File: config.mk
export PLATFORM = sky130hd
export DESIGN_NAME = step_motor_sequencer
export DESIGN_NICKNAME = d
export VERILOG_FILES = /design/src/rtl/step_motor_pkg.sv /design/src/rtl/step_phase_lut.sv /design/src/rtl/step_motor_sequencer.sv
export SDC_FILE = /design/constraint.sdc
export NUM_CORES = 1
export LEC_CHECK = 0
export ABC_AREA = 0
export CAP_MARGIN = 20
export CORE_ASPECT_RATIO = 0.6
export CORE_MARGIN = 10
export CORE_UTILIZATION = 55
export DETAILED_ROUTE_END_ITERATION = 8
export PLACE_DENSITY = 0.9
export RECOVER_POWER = 25
export SLEW_MARGIN = 30
export SYNTH_ARGS = -nofsm -noshare
export SYNTH_HDL_FRONTEND = slang
export SYNTH_SLANG_ARGS = --single-unit
File: constraint.sdc
create_clock -name saatDarbesi -period 3.3 [get_ports saatDarbesi]
set_clock_uncertainty 0.15 [all_clocks]
set_input_delay 0.495 -clock saatDarbesi [delete_from_list [all_inputs] [get_ports saatDarbesi]]
set_output_delay 0.495 -clock saatDarbesi [all_outputs]
set_load 0.02 [all_outputs]
File: src/rtl/step_motor_pkg.sv
// Shared definitions for the half-step motor sequencer: FSM encoding,
// phase-index width and the 8-entry half-step coil pattern.
package step_motor_pkg;

  localparam int unsigned PH_W = 3;

  localparam logic [1:0] ST_IDLE = 2'd0;
  localparam logic [1:0] ST_RUN  = 2'd1;
  localparam logic [1:0] ST_FIN  = 2'd2;

  // Element [0] is the rightmost entry.
  localparam logic [7:0][3:0] HALF_STEP_TBL = {
    4'b1001, 4'b1000, 4'b1100, 4'b0100,
    4'b0110, 4'b0010, 4'b0011, 4'b0001
  };

endpackage

File: src/rtl/step_phase_lut.sv
// Combinational phase index to coil pattern lookup for the half-step sequence.
module step_phase_lut
  import step_motor_pkg::*;
(
  input  logic [PH_W-1:0] idx_i,
  output logic [3:0]      pat_o
);

  assign pat_o = HALF_STEP_TBL[idx_i];

endmodule

File: src/rtl/step_motor_sequencer.sv
// Command-driven half-step sequencer for a 4-phase unipolar stepper.
// Optional acceleration ramp is enabled by defining STEP_RAMP_EN.
//   state | meaning
//   IDLE  | waiting for a command, coils held or released per hold_en
//   RUN   | stepping, one half-step per effective period
//   FIN   | one-cycle done pulse, then back to IDLE
module step_motor_sequencer
  import step_motor_pkg::*;
#(
  parameter int unsigned CNT_W = 16,
  parameter int unsigned PER_W = 24,
`ifdef STEP_RAMP_EN
  parameter logic [PER_W-1:0] RAMP_START = PER_W'(500000),
  parameter logic [PER_W-1:0] RAMP_DEC   = PER_W'(1000),
`endif
  parameter int unsigned POS_W = 16
) (
  input  logic             saatDarbesi,
  input  logic             rst,
  input  logic             cmd_valid,
  output logic             cmd_ready,
  input  logic             cmd_dir,
  input  logic [CNT_W-1:0] cmd_steps,
  input  logic [PER_W-1:0] cmd_period,
  input  logic             abort,
  input  logic             hold_en,
  output logic [3:0]       motorCikis,
  output logic             busy,
  output logic             done,
  output logic [POS_W-1:0] position
);

  logic [1:0]       state_q, state_d;
  logic [PH_W-1:0]  phase_q, phase_d;
  logic [PER_W-1:0] timer_q, timer_d;
  logic [PER_W-1:0] per_q, per_d;
  logic [CNT_W-1:0] rem_q, rem_d;
  logic [POS_W-1:0] pos_q, pos_d;
  logic             dir_q, dir_d;
  logic [3:0]       motor_q, motor_d;
  logic [3:0]       pat;

  logic [PER_W-1:0] cmd_per_eff;
  logic [PER_W-1:0] start_per;
  logic [PER_W-1:0] next_per;
  logic             accept;
  logic             start_run;
  logic             step_due;

  assign cmd_per_eff = (cmd_period == '0) ? PER_W'(1) : cmd_period;
  assign accept      = cmd_valid && (state_q == ST_IDLE);
  assign start_run   = accept && (cmd_steps != '0);
  // Abort takes priority over a step falling due in the same cycle.
  assign step_due    = (state_q == ST_RUN) && !abort && (timer_q == PER_W'(1));

`ifdef STEP_RAMP_EN
  logic [PER_W-1:0] eff_q, eff_d, eff_dec;

  assign start_per = (RAMP_START > cmd_per_eff) ? RAMP_START : cmd_per_eff;
  assign eff_dec   = (eff_q > RAMP_DEC) ? (eff_q - RAMP_DEC) : '0;
  assign next_per  = (eff_dec > per_q) ? eff_dec : per_q;

  always_comb begin
    eff_d = eff_q;
    if (start_run)     eff_d = start_per;
    else if (step_due) eff_d = next_per;
  end

  always_ff @(posedge saatDarbesi or posedge rst) begin
    if (rst) eff_q <= '0;
    else     eff_q <= eff_d;
  end
`else
  assign start_per = cmd_per_eff;
  assign next_per  = per_q;
`endif

  always_comb begin
    state_d = state_q;
    phase_d = phase_q;
    timer_d = timer_q;
    per_d   = per_q;
    rem_d   = rem_q;
    pos_d   = pos_q;
    dir_d   = dir_q;
    unique case (state_q)
      ST_IDLE: begin
        if (accept) begin
          dir_d = cmd_dir;
          per_d = cmd_per_eff;
          rem_d = cmd_steps;
          if (cmd_steps == '0) begin
            state_d = ST_FIN;
          end else begin
            state_d = ST_RUN;
            timer_d = start_per;
          end
        end
      end
      ST_RUN: begin
        if (abort) begin
          state_d = ST_FIN;
        end else if (step_due) begin
          phase_d = dir_q ? (phase_q - PH_W'(1)) : (phase_q + PH_W'(1));
          pos_d   = dir_q ? (pos_q - POS_W'(1)) : (pos_q + POS_W'(1));
          rem_d   = rem_q - CNT_W'(1);
          timer_d = next_per;
          if (rem_q == CNT_W'(1)) state_d = ST_FIN;
        end else begin
          timer_d = timer_q - PER_W'(1);
        end
      end
      ST_FIN:  state_d = ST_IDLE;
      default: state_d = ST_IDLE;
    endcase
  end

  // One lookup on the next phase serves both the run and idle-hold paths.
  step_phase_lut u_lut (
    .idx_i (phase_d),
    .pat_o (pat)
  );

  always_comb begin
    motor_d = 4'b0000;
    if ((state_q == ST_RUN) || start_run || hold_en) motor_d = pat;
  end

  always_ff @(posedge saatDarbesi or posedge rst) begin
    if (rst) begin
      state_q <= ST_IDLE;
      phase_q <= '0;
      timer_q <= '0;
      per_q   <= '0;
      rem_q   <= '0;
      pos_q   <= '0;
      dir_q   <= 1'b0;
      motor_q <= 4'b0000;
    end else begin
      state_q <= state_d;
      phase_q <= phase_d;
      timer_q <= timer_d;
      per_q   <= per_d;
      rem_q   <= rem_d;
      pos_q   <= pos_d;
      dir_q   <= dir_d;
      motor_q <= motor_d;
    end
  end

  assign motorCikis = motor_q;
  assign cmd_ready  = (state_q == ST_IDLE);
  assign busy       = (state_q == ST_RUN);
  assign done       = (state_q == ST_FIN);
  assign position   = pos_q;

endmodule
==> impl_results.html, run 1 <==
<table>
<tr><th>Metric</th><th>Value</th></tr>
<tr><th colspan="2">Logic synthesis</th></tr>
<tr><td>Most common cell in the netlist</td><td>sky130_fd_sc_hd__dfrtp_1</td></tr>
<tr><td>Mapped Area</td><td>5440 um^2</td></tr>
<tr><td>Most frequent cells after synthesis</td><td>sky130_fd_sc_hd__dfrtp_1 (90), sky130_fd_sc_hd__o21ai_0 (76), sky130_fd_sc_hd__nand2_1 (66)</td></tr>
<tr><td>Number of flops mapped to enable cells by yosys</td><td>0</td></tr>
<tr><td>Cell types with the largest area share after synthesis</td><td>sky130_fd_sc_hd__dfrtp_1 (41%), sky130_fd_sc_hd__o21ai_0 (7.0%), sky130_fd_sc_hd__mux2_2 (4.8%)</td></tr>
<tr><td>Top_reg_cell synth</td><td>sky130_fd_sc_hd__dfrtp_1</td></tr>
<tr><td>Area share of the leading cell type in the synthesized netlist</td><td>41.4%</td></tr>
<tr><td>Share of flip-flops with an asynchronous set or reset</td><td>100%</td></tr>
<tr><td>Synth warnings</td><td>0</td></tr>
<tr><td>Flops &amp; latches, synth</td><td>90</td></tr>
<tr><td>Library cell occupying the most area in the post-synthesis netlist</td><td>sky130_fd_sc_hd__dfrtp_1</td></tr>
<tr><td>Part of the Yosys area used for sequential elements</td><td>41.4%</td></tr>
<tr><td>Average footprint of a synthesized cell</td><td>8.99 um^2</td></tr>
<tr><td>Cells after synthesis</td><td>605</td></tr>
<tr><td>Total nets after synthesis</td><td>671</td></tr>
<tr><td>Number of distinct library cells after synthesis</td><td>64</td></tr>
<tr><th colspan="2">Worst setup path</th></tr>
<tr><td>Element type at the critical path end</td><td>flop</td></tr>
<tr><td>Cell type of the slowest stage on the worst timing path</td><td>sky130_fd_sc_hd__or4_1</td></tr>
<tr><td>Worst path required time</td><td>3390 ps</td></tr>
<tr><td>CP Max Fanout</td><td>6</td></tr>
<tr><td>Reg2reg setup slack</td><td>500 ps</td></tr>
<tr><td>Cell-by-cell trace of the critical path</td><td>nor3_1 &gt; nand4_2 &gt; or4_1 &gt; nor2_4 &gt; xnor2_2 &gt; clkinv_2 &gt; o311ai_1</td></tr>
<tr><td>Crit path max-delay family</td><td>simple AND/OR/NAND/NOR gates</td></tr>
<tr><td>Sort of element at the start of the critical path</td><td>flop</td></tr>
<tr><td>Reg-to-reg critical path startpoint</td><td>timer_q[19]$_DFFE_PP0P_</td></tr>
<tr><td>Crit Reg-Reg Endpoint</td><td>motorCikis[0]$_DFF_PP0_</td></tr>
<tr><td>Arrival @ worst endpoint</td><td>2890 ps</td></tr>
<tr><td>Length in cells of the worst reg-to-reg path</td><td>7</td></tr>
<tr><td>Largest stage delay on the critical path</td><td>610 ps</td></tr>
<tr><td>Buffers &amp; Inverters on Critical Path</td><td>1</td></tr>
<tr><td>Critical setup path kind</td><td>flop to flop</td></tr>
<tr><th colspan="2">Route</th></tr>
<tr><td>Antenna-violating nets left</td><td>0</td></tr>
<tr><td>Remaining DRCs</td><td>0</td></tr>
<tr><td>Vias after detailed routing</td><td>5173</td></tr>
<tr><td>Routed Wire Length</td><td>15400 um</td></tr>
<tr><td>Starting DRT DRC Count</td><td>614</td></tr>
<tr><td>DR pass1 iterations</td><td>5</td></tr>
<tr><td>Number of vias per cell after detailed routing</td><td>6.47</td></tr>
<tr><td>Average routed wire per standard cell</td><td>19.3 um</td></tr>
<tr><th colspan="2">Global routing</th></tr>
<tr><td>First-pass GRT wire length</td><td>25900 um</td></tr>
<tr><td>GR Util All Layers</td><td>21.6%</td></tr>
<tr><td>Global route overflow</td><td>0</td></tr>
<tr><td>Pin count of the biggest net entering global routing</td><td>46</td></tr>
<tr><td>Via count of the first global-routing pass</td><td>5157</td></tr>
<tr><td>Initial antenna violation count</td><td>0</td></tr>
<tr><th colspan="2">Hold path</th></tr>
<tr><td>Hold EP</td><td>rem_q[12]$_DFFE_PP0P_</td></tr>
<tr><td>Hold Path Depth</td><td>2</td></tr>
<tr><td>Startpoint of the tightest hold check path</td><td>rem_q[12]$_DFFE_PP0P_</td></tr>
<tr><td>Hold crit path type</td><td>flop to flop</td></tr>
<tr><th colspan="2">Finish</th></tr>
<tr><td>Area overhead of the layout relative to synthesis</td><td>20.7%</td></tr>
<tr><td>Core utilization of the finished layout</td><td>69.9%</td></tr>
<tr><td>Sequential cell area</td><td>2250 um^2</td></tr>
<tr><td>NumNets Final</td><td>732</td></tr>
<tr><td>Layout fillers</td><td>683</td></tr>
<tr><td>Count of inserted antenna diode cells</td><td>0</td></tr>
<tr><td>Share of post-route cells with drive strength above 1</td><td>10.0%</td></tr>
<tr><td>Total area of multi-input combinational cells</td><td>3010 um^2</td></tr>
<tr><th colspan="2">Die</th></tr>
<tr><td>Initial Utilization</td><td>57.9%</td></tr>
<tr><td>Die width</td><td>148 um</td></tr>
<tr><td>Floorplan die area</td><td>14400 um^2</td></tr>
<tr><td>Cell row count</td><td>27</td></tr>
<tr><td>Total core area</td><td>9390 um^2</td></tr>
<tr><td>Total I/O pin count</td><td>69</td></tr>
<tr><td>Vert. Die Dim</td><td>97.0 um</td></tr>
<tr><th colspan="2">Job</th></tr>
<tr><td>Max_cap viols</td><td>1</td></tr>
<tr><th colspan="2">STA</th></tr>
<tr><td>Final setup violation count</td><td>0</td></tr>
<tr><td>Worst slew margin relative to its limit</td><td>-2.07%</td></tr>
<tr><td>Setup repair after global routing missed its margin</td><td>false</td></tr>
<tr><td>Minimum clock period after layout</td><td>2800 ps</td></tr>
<tr><td>Part of the cycle the worst path needs</td><td>84.8%</td></tr>
<tr><td>Hold violation total from the final report</td><td>0</td></tr>
<tr><td>Setup Total Neg Slack</td><td>0 ps</td></tr>
<tr><td>Worst-Margin Slew</td><td>1520 ps</td></tr>
<tr><td>Max Slew Vio Count</td><td>35</td></tr>
<tr><td>Highest Clock Rate</td><td>357 MHz</td></tr>
<tr><td>Post-route setup slack</td><td>500 ps</td></tr>
<tr><th colspan="2">Clock network</th></tr>
<tr><td>Later-pin clock latency in the skew report</td><td>350 ps</td></tr>
<tr><td>Count of hold-fix buffers inserted at cts</td><td>0</td></tr>
<tr><td>Clock H-tree levels</td><td>3</td></tr>
<tr><td>Number of CTS-inserted buffers</td><td>9</td></tr>
<tr><td>Clock-pin slew reported for the worst setup and hold paths after clock tree synthesis</td><td>60 ps</td></tr>
<tr><td>Post-CTS setup repair buffer count</td><td>0</td></tr>
<tr><td>Sink Count</td><td>90</td></tr>
<tr><td>Number of resized instances in the post-cts repair step</td><td>0</td></tr>
<tr><td>Root buffer cell</td><td>sky130_fd_sc_hd__clkbuf_16</td></tr>
<tr><td>TritonCTS clock tree</td><td>built</td></tr>
<tr><td>Clk buf depth</td><td>2</td></tr>
<tr><th colspan="2">Status</th></tr>
<tr><td>Outcome</td><td>complete, but fails checks</td></tr>
<tr><td>Failing checks</td><td>capacitance limit, slew limit</td></tr>
<tr><th colspan="2">Place</th></tr>
<tr><td>Pre-CTS setup slack</td><td>272 ps</td></tr>
<tr><td>Port Buf Inserts</td><td>68</td></tr>
<tr><td>Final estimated routing congestion in global placement</td><td>0.930</td></tr>
<tr><td>Half-perimeter wire length after placement</td><td>11100 um</td></tr>
<tr><th colspan="2">Pwr</th></tr>
<tr><td>Worst vdd rail ir drop</td><td>0.380 mV</td></tr>
<tr><td>Leakage power summed over all cells</td><td>2.63 nW</td></tr>
<tr><td>Total power divided by cell area</td><td>790 nW/um^2</td></tr>
</table>
[stage by stage]
stage               power [mW]  instance area, um^2  std cells  hold slack [ps]
global route              5.51                 6560        799              360
global placement          3.86                 6270        785              313
finish                    5.19                 6560        799              337
CTS                       5.13                 6580        799              337
floorplan                 3.39                 5440        605              292
detailed placement        4.02                 6270        785              324
[routing by layer]
metal  track usage, %  vias up  routed length [um]
li1                 -     2344                   -
met1             28.0     2514                6540
met2             33.4      271                7070
met3             7.56       44                1520
met4             6.33        0                 319
met5                0        -                   0
[tightest hold or removal path, stage by stage (launching register included)]
cell and delay (ps):
sky130_fd_sc_hd__dfrtp_1 350, sky130_fd_sc_hd__nand2_1 50, sky130_fd_sc_hd__o21ai_0 60
[worst max path at each step]
| stage | startpoint | endpoint | slack, ps | depth (start not counted) |
|---|---|---|---|---|
| 2_1_floorplan | rst | dir_q$_DFFE_PP0P_ | 320 | 1 |
| 3_3_place_gp | abort | motorCikis[0]$_DFF_PP0_ | 350 | 8 |
| 3_5_place_dp | abort | motorCikis[0]$_DFF_PP0_ | 270 | 8 |
| 4_1_cts | timer_q[2]$_DFFE_PP0P_ | motorCikis[0]$_DFF_PP0_ | 520 | 7 |
| 5_1_grt | rst | next_per[15]$_DFFE_PP0P_ | 210 | 3 |
| 6_report | timer_q[19]$_DFFE_PP0P_ | motorCikis[0]$_DFF_PP0_ | 500 | 7 |
[layout by cell type (no fill, tap or decap), types with 5 or more instances in the layout]
cell type                         netlist  routed
sky130_fd_sc_hd__inv_1                 11      10
sky130_fd_sc_hd__nand3_1               13      13
sky130_fd_sc_hd__xnor2_1               13      13
sky130_fd_sc_hd__nor2_1                41      41
sky130_fd_sc_hd__a211oi_1              11      11
sky130_fd_sc_hd__nor4_1                19      18
sky130_fd_sc_hd__clkbuf_16              0       9
sky130_fd_sc_hd__dfrtp_1               90      90
sky130_fd_sc_hd__a21oi_1               49      49
sky130_fd_sc_hd__xor2_1                10      10
sky130_fd_sc_hd__nand2b_1               6       6
sky130_fd_sc_hd__or4_1                  5       5
sky130_fd_sc_hd__mux2_2                23      23
sky130_fd_sc_hd__a31oi_1                6       6
sky130_fd_sc_hd__nand3b_1               5       5
sky130_fd_sc_hd__or3_1                  5       5
sky130_fd_sc_hd__nand2_1               66      66
sky130_fd_sc_hd__nor3_1                23      23
sky130_fd_sc_hd__buf_4                  1      10
sky130_fd_sc_hd__ha_1                  18      18
sky130_fd_sc_hd__o21ai_0               76      76
sky130_fd_sc_hd__clkdlybuf4s50_1        0      67
sky130_fd_sc_hd__a21o_1                 8       8
sky130_fd_sc_hd__o211ai_1              11      11
sky130_fd_sc_hd__a22oi_1                6       6
[final cells by class]
cell class / count / share of cell area, %
clock buffers: 11 / 3.70
clock inverters: 3 / 0.992
inverters: 12 / 0.725
multi-input cells: 473 / 45.9
flip-flops and latches: 90 / 34.3
well taps: 130 / 2.48
repair buffers: 80 / 11.9
[state kept, by name (all words and copies together) (netlist names)]
register / flops
dir_q: 1
motorCikis: 4
next_per: 24
phase_q: 3
position: 16
rem_q: 16
state_q: 2
timer_q: 24
[report_power, final]
part	internal, mW	switching (mW)
logic	0.882	1.26
clock network	0.675	0.417
registers	1.53	0.427
total	3.08	2.10
[logic make-up (layout without fill, tap and decap cells)]
group | count (synthesis) | in the layout | share of synthesized area, %
xor gates and xnor gates | 24 | 24 | 4.00
AOI/OAI and AO/OA | 195 | 195 | 21.5
buffers and inverters | 42 | 106 | 3.41
DFF | 90 | 90 | 41.4
adders and majority gates | 20 | 20 | 4.88
muxes | 24 | 24 | 4.95
and+or+nand+nor | 210 | 210 | 19.9
No activity file was read; power rests on OpenSTA's default activity.
==> run 2, diff against run 1 <==
==> constraint.sdc (replaced) <==
create_clock -name saatDarbesi -period 2.7 [get_ports saatDarbesi]
set_clock_uncertainty 0.15 [all_clocks]
set_input_delay 0.405 -clock saatDarbesi [delete_from_list [all_inputs] [get_ports saatDarbesi]]
set_output_delay 0.405 -clock saatDarbesi [all_outputs]
set_load 0.02 [all_outputs]
==> run 2 against run 1 <==
  * Sequential power increased by 24%
  * Combinational power increased by 28%
  * The run now ends clean
  * Largest cell class unchanged
  * First-iteration DRC count decreased by 2.9%
  * Die area unchanged
  * Hold slack got worse by 14 ps
  * Utilization increased by 2.3 points
  * Largest power group unchanged
  * Highest routed layer unchanged
  * Final area increased by 3.3%
  * Critical endpoint is now rem_q[15]$_DFFE_PP0P_
  * Global-route usage increased by 0.36 points
==> impl_results.html, run 2 (synthesis gave the netlist of run 1 again) <==
<table>
<tr><th>Metric</th><th>Value</th></tr>
<tr><th colspan="2">Die</th></tr>
<tr><td>Total core area</td><td>9390 um^2</td></tr>
<tr><td>Initial Utilization</td><td>57.9%</td></tr>
<tr><td>Floorplan die area</td><td>14400 um^2</td></tr>
<tr><td>Total I/O pin count</td><td>69</td></tr>
<tr><td>Vert. Die Dim</td><td>97.0 um</td></tr>
<tr><td>Die width</td><td>148 um</td></tr>
<tr><td>Cell row count</td><td>27</td></tr>
<tr><th colspan="2">STA</th></tr>
<tr><td>Worst slew margin relative to its limit</td><td>10.2%</td></tr>
<tr><td>Fin Hold WS</td><td>324 ps</td></tr>
<tr><td>Worst-Margin Slew</td><td>1340 ps</td></tr>
<tr><td>Setup repair after global routing missed its margin</td><td>false</td></tr>
<tr><td>Max Slew Vio Count</td><td>0</td></tr>
<tr><td>Setup Total Neg Slack</td><td>0 ps</td></tr>
<tr><td>Highest Clock Rate</td><td>387 MHz</td></tr>
<tr><td>Part of the cycle the worst path needs</td><td>95.6%</td></tr>
<tr><td>Minimum clock period after layout</td><td>2580 ps</td></tr>
<tr><td>Hold violation total from the final report</td><td>0</td></tr>
<tr><td>Final setup violation count</td><td>0</td></tr>
<tr><th colspan="2">Route</th></tr>
<tr><td>Number of vias per cell after detailed routing</td><td>6.47</td></tr>
<tr><td>Average routed wire per standard cell</td><td>19.7 um</td></tr>
<tr><td>Antenna-violating nets left</td><td>0</td></tr>
<tr><td>Starting DRT DRC Count</td><td>596</td></tr>
<tr><td>Remaining DRCs</td><td>0</td></tr>
<tr><td>Vias after detailed routing</td><td>5294</td></tr>
<tr><td>DR pass1 iterations</td><td>5</td></tr>
<tr><td>Routed Wire Length</td><td>16100 um</td></tr>
<tr><th colspan="2">Global routing</th></tr>
<tr><td>GR Util All Layers</td><td>22.0%</td></tr>
<tr><td>Initial antenna violation count</td><td>0</td></tr>
<tr><td>Via count of the first global-routing pass</td><td>5224</td></tr>
<tr><td>Global route overflow</td><td>0</td></tr>
<tr><td>First-pass GRT wire length</td><td>26300 um</td></tr>
<tr><td>Pin count of the biggest net entering global routing</td><td>46</td></tr>
<tr><th colspan="2">Clock network</th></tr>
<tr><td>Count of hold-fix buffers inserted at cts</td><td>0</td></tr>
<tr><td>Clock-pin slew reported for the worst setup and hold paths after clock tree synthesis</td><td>60 ps</td></tr>
<tr><td>Number of CTS-inserted buffers</td><td>9</td></tr>
<tr><td>Clk buf depth</td><td>2</td></tr>
<tr><td>Later-pin clock latency in the skew report</td><td>350 ps</td></tr>
<tr><td>Root buffer cell</td><td>sky130_fd_sc_hd__clkbuf_16</td></tr>
<tr><td>TritonCTS clock tree</td><td>built</td></tr>
<tr><td>Clock H-tree levels</td><td>3</td></tr>
<tr><td>Sink Count</td><td>90</td></tr>
<tr><th colspan="2">Worst setup path</th></tr>
<tr><td>Element type at the critical path end</td><td>flop</td></tr>
<tr><td>CP Max Fanout</td><td>5</td></tr>
<tr><td>Largest stage delay on the critical path</td><td>610 ps</td></tr>
<tr><td>Cell-by-cell trace of the critical path</td><td>or4_1 &gt; or3_4 &gt; nand2b_4 &gt; or2_2 &gt; nor3_1 &gt; o21ai_0 &gt; o2bb2ai_1</td></tr>
<tr><td>Worst path required time</td><td>2750 ps</td></tr>
<tr><td>Critical setup path kind</td><td>flop to flop</td></tr>
<tr><td>Sort of element at the start of the critical path</td><td>flop</td></tr>
<tr><td>Arrival @ worst endpoint</td><td>2640 ps</td></tr>
<tr><td>Cell type of the slowest stage on the worst timing path</td><td>sky130_fd_sc_hd__or4_1</td></tr>
<tr><th colspan="2">Place</th></tr>
<tr><td>Final estimated routing congestion in global placement</td><td>0.966</td></tr>
<tr><td>Half-perimeter wire length after placement</td><td>11600 um</td></tr>
<tr><td>Port Buf Inserts</td><td>68</td></tr>
<tr><th colspan="2">Finish</th></tr>
<tr><td>Commonest non-fill, non-tap cell in the layout</td><td>sky130_fd_sc_hd__dfrtp_1</td></tr>
<tr><td>NumNets Final</td><td>749</td></tr>
<tr><td>Share of post-route cells with drive strength above 1</td><td>13.2%</td></tr>
<tr><td>Core utilization of the finished layout</td><td>72.2%</td></tr>
<tr><td>Highest-count cells in the layout ignoring fill and taps</td><td>sky130_fd_sc_hd__dfrtp_1 (90), sky130_fd_sc_hd__o21ai_0 (73), sky130_fd_sc_hd__clkdlybuf4s50_1 (67), sky130_fd_sc_hd__nand2_1 (65), sky130_fd_sc_hd__a21oi_1 (49)</td></tr>
<tr><td>Layout fillers</td><td>692</td></tr>
<tr><td>Count of inserted antenna diode cells</td><td>0</td></tr>
<tr><td>Area overhead of the layout relative to synthesis</td><td>24.7%</td></tr>
<tr><th colspan="2">Hold path</th></tr>
<tr><td>Hold crit path type</td><td>flop to flop</td></tr>
<tr><th colspan="2">Job</th></tr>
<tr><td>Max_cap viols</td><td>0</td></tr>
<tr><th colspan="2">Pwr</th></tr>
<tr><td>Total power after layout</td><td>6.53 mW</td></tr>
<tr><td>Worst vdd rail ir drop</td><td>0.475 mV</td></tr>
<tr><td>Leakage power summed over all cells</td><td>2.74 nW</td></tr>
<tr><td>Total power divided by cell area</td><td>964 nW/um^2</td></tr>
<tr><th colspan="2">Status</th></tr>
<tr><td>Outcome</td><td>finished, final reports clean</td></tr>
</table>
==> run 2: repair_timing <==
item,CTS,global route
pin swaps,0,1
gates resized for setup,1,9
setup buffers,0,0
endpoints found under the hold margin,0,0
endpoints found under the setup margin,5,18
==> run 2: critical path, delay by kind of cell (launching register included) <==
family / cells / cell delay [ps]
AO/OA/AOI/OAI: 2 / 240
flip-flops: 1 / 420
AND/OR/NAND/NOR: 5 / 1630
==> run 2: path summary, 6_finish.rpt <==
check / from / endpoint / slack, ps / depth (start not counted)
worst max-delay path: rem_q[0]$_DFFE_PP0P_ / rem_q[15]$_DFFE_PP0P_ / 120 / 7
worst min-delay path: rem_q[12]$_DFFE_PP0P_ / rem_q[12]$_DFFE_PP0P_ / 320 / 2
worst max register to register: rem_q[0]$_DFFE_PP0P_ / rem_q[15]$_DFFE_PP0P_ / 120 / 7
worst min register to register: rem_q[12]$_DFFE_PP0P_ / rem_q[12]$_DFFE_PP0P_ / 320 / 2
max in group asynchronous: rst / timer_q[9]$_DFFE_PP0P_ / 460 / 3
min in group asynchronous: rst / motorCikis[0]$_DFF_PP0_ / 650 / 2
==> run 2: metal layers <==
metal  routed length (um)  part of all wire, %  global-route usage [%]  up-vias
met2                 7500                   46                    34.5      330
met3                 1590                  9.8                    6.31       41
met1                 6730                   42                    28.7     2543
li1                     -                    -                       -     2380
met5                    0                    0                       0        -
met4                  315                  2.0                    6.63        0
==> run 2: per-stage QoR <==
| step | area (um^2) | cells | worst slack [ps] |
|---|---|---|---|
| after global placement | 6440 | 802 | -108 |
| after CTS | 6780 | 818 | 41.4 |
| after floorplan | 5440 | 605 | 250 |
| after detailed placement | 6440 | 802 | -182 |
| final | 6780 | 818 | 118 |
| after global routing | 6780 | 818 | 1.87 |
==> run 2: power by group <==
| part | internal [mW] | switching (mW) |
|---|---|---|
| Clock | 0.862 | 0.531 |
| Combinational | 1.16 | 1.57 |
| Sequential | 1.86 | 0.550 |
| Total | 3.88 | 2.65 |
==> run 2: area by class of cell <==
cell class	count	area, um^2	area share, %
Timing Repair Buffer	97	946	14.0
Tap cell	130	163	2.40
Multi-Input combinational cell	473	3040	44.9
Sequential cell	90	2250	33.2
Clock buffer	12	256	3.78
Clock inverter	4	73.8	1.09
Inverter	12	47.5	0.701
